<file path="config.mk">
export PLATFORM = sky130hd
export DESIGN_NAME = cb_updown_counter
export DESIGN_NICKNAME = d
export VERILOG_FILES = /design/src/rtl/cb_updown_counter.sv
export SDC_FILE = /design/constraint.sdc
export NUM_CORES = 1
export LEC_CHECK = 0
export BUFFER_PORTS_ARGS = -buffer_cell sky130_fd_sc_hd__buf_2
export CORE_AREA = 8 8 45 47
export DETAILED_ROUTE_END_ITERATION = 10
export DIE_AREA = 0 0 53 55
export PLACE_DENSITY = 0.51
export SYNTH_ARGS = -nofsm -noshare
export SYNTH_HDL_FRONTEND = slang
export SYNTH_SLANG_ARGS = --single-unit
export TNS_END_PERCENT = 1
</file>
<file path="constraint.sdc">
create_clock -name CK -period 3.6 [get_ports CK]
set_input_delay 0.18 -clock CK [delete_from_list [all_inputs] [get_ports CK]]
set_output_delay 0.18 -clock CK [all_outputs]
set_load 0.02 [all_outputs]
</file>
<file path="src/rtl/cb_updown_counter.sv">
// cb_updown_counter: registered, loadable, cascadable modulo-MODULUS up/down
// counter. CON=1 counts up and CON=0 counts down. CO is a combinational
// carry/borrow out that feeds the CI of the next stage. TC is a one-cycle
// registered pulse that marks a wrap.
module cb_updown_counter #(
    parameter int unsigned     WIDTH   = 4,
    parameter longint unsigned MODULUS = 16,
    parameter longint unsigned INIT    = 0
) (
    input  logic             CK,
    input  logic             CD,
    input  logic             CE,
    input  logic             CI,
    input  logic             CON,
    input  logic             LOAD,
    input  logic [WIDTH-1:0] D,
    output logic [WIDTH-1:0] Q,
    output logic             CO,
    output logic             TC
);

    // Comparisons use WIDTH+1 bits so that MODULUS == 2**WIDTH can be represented.
    localparam logic [WIDTH:0]   ONE_EXT = {{WIDTH{1'b0}}, 1'b1};
    localparam logic [WIDTH:0]   MOD_EXT = MODULUS[WIDTH:0];
    localparam logic [WIDTH:0]   TOP_EXT = MOD_EXT - ONE_EXT;
    localparam logic [WIDTH-1:0] TOP_Q   = TOP_EXT[WIDTH-1:0];
    localparam logic [WIDTH-1:0] INIT_Q  = INIT[WIDTH-1:0];

    logic [WIDTH-1:0] q_q, q_d;
    logic             tc_q, tc_d;

    logic [WIDTH:0]   q_ext;
    logic [WIDTH-1:0] q_inc;
    logic [WIDTH-1:0] q_dec;
    logic             at_top;
    logic             at_zero;
    logic             out_of_range;

    // Decode the terminal states and the +/-1 neighbours of the current count.
    // A value at or above MODULUS-1 counts as the up terminal, so a value that
    // was loaded out of range wraps to 0 on the next up step.
    assign q_ext        = {1'b0, q_q};
    assign q_inc        = WIDTH'(q_ext + ONE_EXT);
    assign q_dec        = WIDTH'(q_ext - ONE_EXT);
    assign at_top       = (q_ext >= TOP_EXT);
    assign at_zero      = (q_q == '0);
    assign out_of_range = (q_ext >= MOD_EXT);

    // The cascade output does not depend on CE or LOAD. It stays valid during reset.
    assign CO = CI & (CON ? at_top : at_zero);

    // Next-state logic. Priority order is CE, then LOAD, then CI, then direction.
    always_comb begin
        // NOTE: defaults come first so that every path assigns every output. Without them a latch would be inferred.
        q_d  = q_q;
        tc_d = 1'b0;
        if (CE) begin
            if (LOAD) begin
                q_d = D;
            end else if (CI) begin
                if (CON) begin
                    if (at_top) begin
                        q_d  = '0;
                        tc_d = 1'b1;
                    end else begin
                        q_d = q_inc;
                    end
                end else begin
                    if (at_zero) begin
                        q_d  = TOP_Q;
                        tc_d = 1'b1;
                    end else if (out_of_range) begin
                        // An out-of-range value returns to the top of the range. This is not a wrap, so TC stays low.
                        q_d = TOP_Q;
                    end else begin
                        q_d = q_dec;
                    end
                end
            end
        end
    end

    // State register with an asynchronous clear to INIT.
    always_ff @(posedge CK or posedge CD) begin
        // NOTE: the clear is asynchronous, so CD must be in the sensitivity list. Sequential state uses non-blocking assignments only.
        if (CD) begin
            q_q  <= INIT_Q;
            tc_q <= 1'b0;
        end else begin
            q_q  <= q_d;
            tc_q <= tc_d;
        end
    end

    assign Q  = q_q;
    assign TC = tc_q;

endmodule

</file>
**Yosys cells after proc, flatten, opt, wreduce, memory -nomap -nowiden**

Cells that the tools add are included.

- Flip-flop bits (word level): 5
- Input port bits: 10
- Output and inout port bits: 6
- Word-level logic and storage cells: 23

- $add $sub $neg: 2
- Order comparisons: 2
- Multiplexer cells: 13
- Bitwise logic cells: 1
- Reduce and logical (&&, ||, !) cells: 3

Operators with widths:

| kind | count |
|---|---|
| 4-bit two-way mux | 6 |
| 1-bit two-way mux | 7 |
| 4-bit by 5-bit >= comparator with 1-bit output (second input constant) | 1 |
| 4-bit by 1-bit adder with 4-bit output (second input constant) | 1 |
| 4-bit >= comparator (second input constant) | 1 |
| 4-bit zero test | 1 |
| 4-bit by 1-bit subtractor with 4-bit output (second input constant) | 1 |
| 2-bit AND reduction | 1 |
| 2-bit nonzero test | 1 |
| 1-bit AND | 1 |

**Logic depth before layout (Yosys ltp)**

Gate-level depths: netlist of the first run.

- Depth in word-level cells: 6
- Mapped depth: 6
- Depth with buffers taken out: 6

**Worst setup path after synthesis of the first run**

OpenSTA, ideal clock, no wires.

- Path kind: reg2reg
- Start: reg q_q[0], in the netlist Q[0]
- End: reg tc_q, in the netlist TC
- Setup time: 0.120 ns
- Arrival time: 1.399 ns
- Data required time: 3.480 ns
- Slack: 2.081 ns
- Cell stages (with the launch flop): 6
- Path buffers: 0
- Period minus slack after synthesis: 1.519 ns
- Cells stage by stage: dfrtp_1 inv_1 ha_1 nor4b_4 o21a_1 and3b_1

- Cells in the longest elaborated chain, start to end: 6
- Elaborated cells on any way between the ends: 8
- Those cells by class: 1 x order compare; 6 x mux; 1 x reduce/logical

Ends and longest elaborated chain:

| item | line | RTL |
|---|---|---|
| from (decl) | 29 | `logic [WIDTH-1:0] q_q, q_d;` |
| from (signal assigned) | 90 | `q_q <= q_d;` |
| 4-bit >= comparator / 4-bit zero test (equally long branches) | 45, 46 |  |
| 1-bit two-way mux, on equally long branches | 62, 69 |  |
| 1-bit two-way mux (*) | 61 | `if (CON) begin` |
| 1-bit two-way mux (*) | 60 | `end else if (CI) begin` |
| 1-bit two-way mux (*) | 58 | `if (LOAD) begin` |
| 1-bit two-way mux (*) | 57 | `if (CE) begin` |
| net tc_d | 30 | `logic tc_q, tc_d;` |
| to (signal assigned) | 91 | `tc_q <= tc_d;` |
| to (decl) | 30 |  |

Mark *: on every way through the listed nets, which the timed path passes. The rest lies on a longest branch.
A chain may end at the register's enable or synchronous reset.

**Worst setup path after layout of the first run**

- Start: reg q_q[0], in the netlist Q[0]
- End: out CO

- Cells in the longest elaborated chain, start to end: 3
- Elaborated cells on any way between the ends: 4
- Those cells by class: 1 x order compare; 1 x mux; 1 x bitwise; 1 x reduce/logical

Ends and longest elaborated chain:

| item | line | RTL |
|---|---|---|
| 4-bit >= comparator / 4-bit zero test (equally long branches) | 45, 46 |  |
| 1-bit two-way mux (*) | 50 | `assign CO = CI & (CON ? at_top : at_zero);` |
| 1-bit AND (*) | 50 |  |
| to (decl) | 18 | `output logic CO,` |

Every way passes the cells marked *; elsewhere a longest branch is shown, timed or not.

==> qor.csv, run 1 <==
metric,value,unit
vias,371,
synth_cells,45,
ff2ff_path_depth,6,
ir_drop,0.0002709,V
ant_nets,0,
crit_type,reg2out,
power_density,453.5,nW/um^2
numCtsBuffers,3,
cp.required,3.42,ns
r2r_slack,2.17,ns
die_w,53,um
drtIter0Drc,4,
critPathArrivalTime,1.50,ns
firstDrtPassIters,2,
cts_tree,done,
grt_use_total,8.215,%
wl,993,um
finalSetupTns,0,ns
drv_cap,0,
p_leak,0.0002521,uW
grt_pass1_wl,1800,um
slowest_delay,0.45,ns
num_rows,14,
overflow,0,
setup_viol,0,
seqCellArea,125.1,um^2
core_area,1384,um^2
synth_area_per_cell,8.619,um^2
power,233.2,uW
grt_pass1_vias,419,
areaGrowthSynthToFinish,32.58,%
crit_path_top_delay_cell,dfrtp_1,
dpl.hpwl,805,um
dpl_worst_slack,2.156,ns
fp.dieH,55,um
hold_viol,0,
crit_family,flip-flops,
crit_path_cell_trace,inv_1 > ha_1 > nor4b_4 > o21a_1 > buf_2,
htreeDepth,1,
rsz0062_at_grt,false,
multi_input_area,235.2,um^2
min_to,TC,
cts_root_buf,clkbuf_4,
worstHoldStart,CE,
drive_above_1_share,32.81,%
critical_path.startpoint,Q[0],
hold_path.class,in2reg,
final.fill_count,151,
insertedDiodeCount,0,
fin_worst_skew,0.001909,ns
crit_buf_inv,2,
cp-end-kind,primary output,
antenna_found_initial,0,
clk_latency,0.24,ns
reg2reg_from,Q[0],
status,completed,
drc_errors,0,
syn_nets,57,
ys_types,23,
maxSlewViolCount,0,
grt_max_degree,12,
synth.ff_latch_count,5,
portBuffers,15,
start_kind,flip-flop,
worstMarginPinSlew,0.5732,ns
min_period_over_period,46.75,%
layout_min_cycle_time,1.683,ns
cts.sink_count,5,
setup_ws,1.917,ns
slew_headroom,61.53,%
gp_congestion,0.7335,
cp_max_fo,8,
wl_per_cell,12.41,um
start_util,28.03,%
clk_path_buf_depth,2,
die-area,2915,um^2
io_pins,16,
clkTransAtPathRegs,0.04,ns
syn_area,387.9,um^2
worst_r2r_endpoint,Q[1],
via_per_inst,4.638,
ys_seq_area_share,32.26,%
fmax,594.2,MHz
yosys_warnings,0,
fin_nets,77,
holdPathStages,2,
-- metal layers --
metal | global-route usage, % | share of wire, % | vias up
met5 | 0 | 0 | -
met4 | 3.879 | 0 | 0
met3 | 2.674 | 4.5 | 0
met2 | 11.72 | 44 | 11
met1 | 10.86 | 51 | 161
li1 | - | - | 199
-- cell usage after synthesis --
cell	number	area (um^2)
nand4_1	1	6.260
nor3b_1	1	7.510
o21ai_1	3	15.01
o21a_1	2	15.01
inv_1	6	22.52
o21ai_0	3	15.01
nor3_1	2	10.01
ha_1	2	25.02
nor4b_4	1	23.77
xor2_1	1	8.760
a211oi_1	1	7.510
a22oi_1	1	7.510
a21oi_1	4	20.02
mux2_2	1	11.26
xnor2_1	1	8.760
a22o_1	1	8.760
and3b_1	1	8.760
nand2_1	1	3.750
buf_2	1	5.000
nor2_1	4	15.01
a21boi_0	1	7.510
nor3_2	1	10.01
dfrtp_1	5	125.1
-- cell type report --
class                           instances  area share [%]
Sequential cell                         5           24.33
Timing Repair Buffer                   16           16.55
Clock buffer                            4           5.109
Multi-Input combinational cell         33           45.74
Inverter                                6           4.380
Tap cell                               16           3.893
-- flip-flops by register name (all words and copies together) (netlist names) --
| register | count |
|---|---|
| Q | 4 |
| TC | 1 |
-- report_power, final --
part | switching, uW | internal (uW) | leakage, uW
registers | 18.5 | 65.6 | 0.0000605
logic | 48.1 | 37.5 | 0.000177
clock network | 21.8 | 41.8 | 0.0000150
total | 88.3 | 145 | 0.000252
-- cells in the final DEF, fill, tap and decap left out, drive strengths merged --
cell / instances
nand4: 1
nand2: 1
o21ai: 6
dfrtp: 5
dlygate4sd3: 1
inv: 6
xor2: 1
clkbuf: 4
a21oi: 4
ha: 2
buf: 15
a22o: 1
a22oi: 1
mux2: 1
and3b: 1
nor3b: 1
a21boi: 1
a211oi: 1
o21a: 2
nor2: 4
nor4b: 1
xnor2: 1
nor3: 3
-- per-stage QoR --
stage / instance area, um^2 / std cells / hold slack, ns / util (%)
after floorplan: 387.9 / 45 / -0.04148 / -
after global placement: 478.0 / 75 / 0.07610 / 34.54
after detailed placement: 478.0 / 75 / 0.08040 / 34.54
after CTS: 514.2 / 80 / 0.2045 / 37.16
after global routing: 514.2 / 80 / 0.2128 / 37.16
final: 514.2 / 80 / 0.2113 / 37.16
-- cells by family (layout without fill, tap and decap cells) --
group           count (synthesis)  in the layout  share of synthesized area (%)
compound gates                 16             16                          24.84
simple gates                   12             12                          21.94
buf+inv                         7             26                          7.095
flops                           5              5                          32.26
fa+ha+maj                       2              2                          6.451
xor+xnor                        2              2                          4.517
mux                             1              1                          2.903
-- timing repair --
action | in CTS | in global routing
hold buffers | 1 | 0
setup buffers | 0 | 0
gates resized for setup | 0 | 0
endpoints found under the hold margin | 5 | 0
-- worst reg2reg max path: cells and delay by family, from the launching register on --
kind            cells  cell delay, ns
flops               1            0.46
simple gates        1            0.05
compound gates      2            0.25
xor+xnor            1            0.16
fa+ha+maj           1            0.30
buf+inv             1            0.07
-- worst max path at each step --
stage	endpoint	cells past startpoint	slack (ns)
2_1_floorplan	TC	5	2.08
3_3_place_gp	CO	5	2.15
3_5_place_dp	CO	5	2.16
4_1_cts	CO	5	1.90
5_1_grt	CO	5	1.76
6_report	CO	5	1.92
Power figures use the tool's default switching activity.
==> run 2: changes to the inputs <==
PLACE_DENSITY = 0.53   (was 0.51)
clock period = 1.5 ns   (was 3.6 ns; I/O delays follow)
==> run 2 against run 1 <==
Clock skew is 0.0028 ns higher; flip-flop and latch count stayed put; sequential power is 130% higher; sequential share of layout area is 2.5 points lower; worst setup slack worse by 1.9 ns; via count is 15% higher; global-route usage is 0.72 points higher; critical endpoint unchanged; largest power group unchanged; combinational power grew to 3.1 times the previous value; hold slack worse by 0.12 ns; critical path depth stayed put.
==> qor.csv, run 2 (synthesized netlist as in run 1, its figures left out) <==
metric,value,unit,change
status,completed,,
areaGrowthSynthToFinish,49.35,%,
cts.sink_count,5,,unchanged
grt_use_total,8.936,%,+0.72 points
grt_pass1_wl,1856,um,+3.1%
die_w,53,um,unchanged
cp.required,1.42,ns,-2.00 ns
fp.dieH,55,um,unchanged
htreeDepth,1,,unchanged
layout_min_cycle_time,1.454,ns,
drv_cap,0,,unchanged
fin_worst_skew,0.004718,ns,+0.002808 ns
clk_path_buf_depth,2,,unchanged
dpl.hpwl,790.7,um,-1.8%
gp_congestion,0.6923,,-5.6%
ant_nets,0,,unchanged
critPathArrivalTime,1.38,ns,-0.12 ns
core_area,1384,um^2,unchanged
reg2reg_from,Q[1],,
fmax,687.9,MHz,
clkTransAtPathRegs,0.04,ns,about the same
drive_above_1_share,44.29,%,+11 points
overflow,0,,unchanged
start_util,28.03,%,unchanged
wl_per_cell,11.85,um,-4.5%
cts_tree,done,,
slew_headroom,82.65,%,+21 points
antenna_found_initial,0,,unchanged
grt_pass1_vias,441,,+5.3%
die-area,2915,um^2,unchanged
power_density,1063,nW/um^2,+130%
final_util,41.86,%,+4.7 points
worstMarginPinSlew,0.2603,ns,-0.3129 ns
ir_drop,0.0003867,V,+43%
wl,1019,um,+2.6%
via_per_inst,4.953,,+6.8%
hold_path.class,in2reg,,
portBuffers,15,,unchanged
io_pins,16,,unchanged
cp_max_fo,4,,-4
insertedDiodeCount,0,,unchanged
grt_max_degree,12,,unchanged
mostFrequentLayoutCell,buf_2,,
vias,426,,+15%
fin_nets,83,,+7.8%
rsz0062_at_grt,true,,
firstDrtPassIters,4,,+2
largest_reg_flops,4,,unchanged
num_rows,14,,unchanged
start_kind,flip-flop,,
hold_viol,0,,unchanged
cts_root_buf,clkbuf_4,,
worstHoldStart,CE,,
min_period_over_period,96.91,%,
layout_common_cells,"14 x buf_2, 6 x buf_4",,
p_leak,0.0002787,uW,+11%
critical_path.startpoint,Q[0],,
clk_latency,0.24,ns,about the same
maxSlewViolCount,0,,unchanged
numCtsBuffers,3,,unchanged
drc_errors,0,,unchanged
cp-end-kind,primary output,,
setup_viol,0,,unchanged
finalSetupTns,0,ns,unchanged
drtIter0Drc,3,,-1
crit_type,reg2out,,
## run 2: cell types whose count changed in the layout (fill, tap and decap cells not counted)
cell | previous run | this run
buf_4 | 0 | 6
inv_1 | 6 | 4
inv_2 | 0 | 2
buf_2 | 15 | 14
buf_6 | 0 | 1
dfrtp_1 | 5 | 4
dfrtp_2 | 0 | 1
ha_1 | 2 | 1
ha_4 | 0 | 1
## run 2: cell type report
cell class	instances	area, um^2
Clock buffer	4	26.28
Fill cell	146	804.5
Inverter	6	22.52
Multi-Input combinational cell	33	247.7
Sequential cell	5	126.4
Tap cell	16	20.02
Timing Repair Buffer	22	136.4
## run 2: critical path, stage by stage, from the launching register on
cell     delay (ns)
dfrtp_2        0.42
inv_2          0.07
ha_4           0.12
nor4b_4        0.21
o21a_1         0.19
buf_6          0.12
## run 2: through the flow
step	instances	hold WS, ns	setup slack (ns)	total power [uW]	cell area, um^2
2_1_floorplan	45	-0.1465	0.004478	342.3	389.1
3_3_place_gp	76	-0.01263	0.1470	412.6	486.7
3_5_place_dp	76	-0.01705	0.1357	413.7	486.7
4_1_cts	85	0.09018	0.002040	602.2	555.5
5_1_grt	86	0.09432	-0.04905	677.2	579.3
6_report	86	0.09550	0.04629	615.8	579.3
## run 2: worst paths after layout
path / to / slack (ns) / depth (start not counted)
setup / recovery: CO / 0.05 / 5
hold / removal: TC / 0.1 / 2
setup reg to reg: Q[3] / 0.15 / 6
hold reg to reg: Q[1] / 0.58 / 2
max in group asynchronous: Q[0] / 1.03 / 3
min in group asynchronous: Q[2] / 0.27 / 3
## run 2: where the power goes
| group | total, uW | internal, uW | switching, uW | leakage (uW) |
|---|---|---|---|---|
| clock | 158 | 101 | 56.9 | 0.0000150 |
| sequential | 194 | 158 | 35.3 | 0.0000594 |
| combinational | 264 | 128 | 137 | 0.000204 |
| total | 616 | 387 | 229 | 0.000279 |
## run 2: metal layers
metal	part of all wire [%]	wire, um	track usage [%]	vias to the layer above
met3	6.7	68	2.674	3
met1	46	464	10.43	198
met2	45	462	12.50	17
li1	-	-	-	208
met4	2.3	23	9.052	0
met5	0	0	0	-
## run 2: repair_timing
item / CTS / global route
pin swaps: 1 / 2
cloned: 0 / 0
hold buffers: 1 / 0
endpoints found under the hold margin: 5 / 0
resized for setup: 1 / 5
setup buffers: 4 / 1
endpoints found under the setup margin: 1 / 1
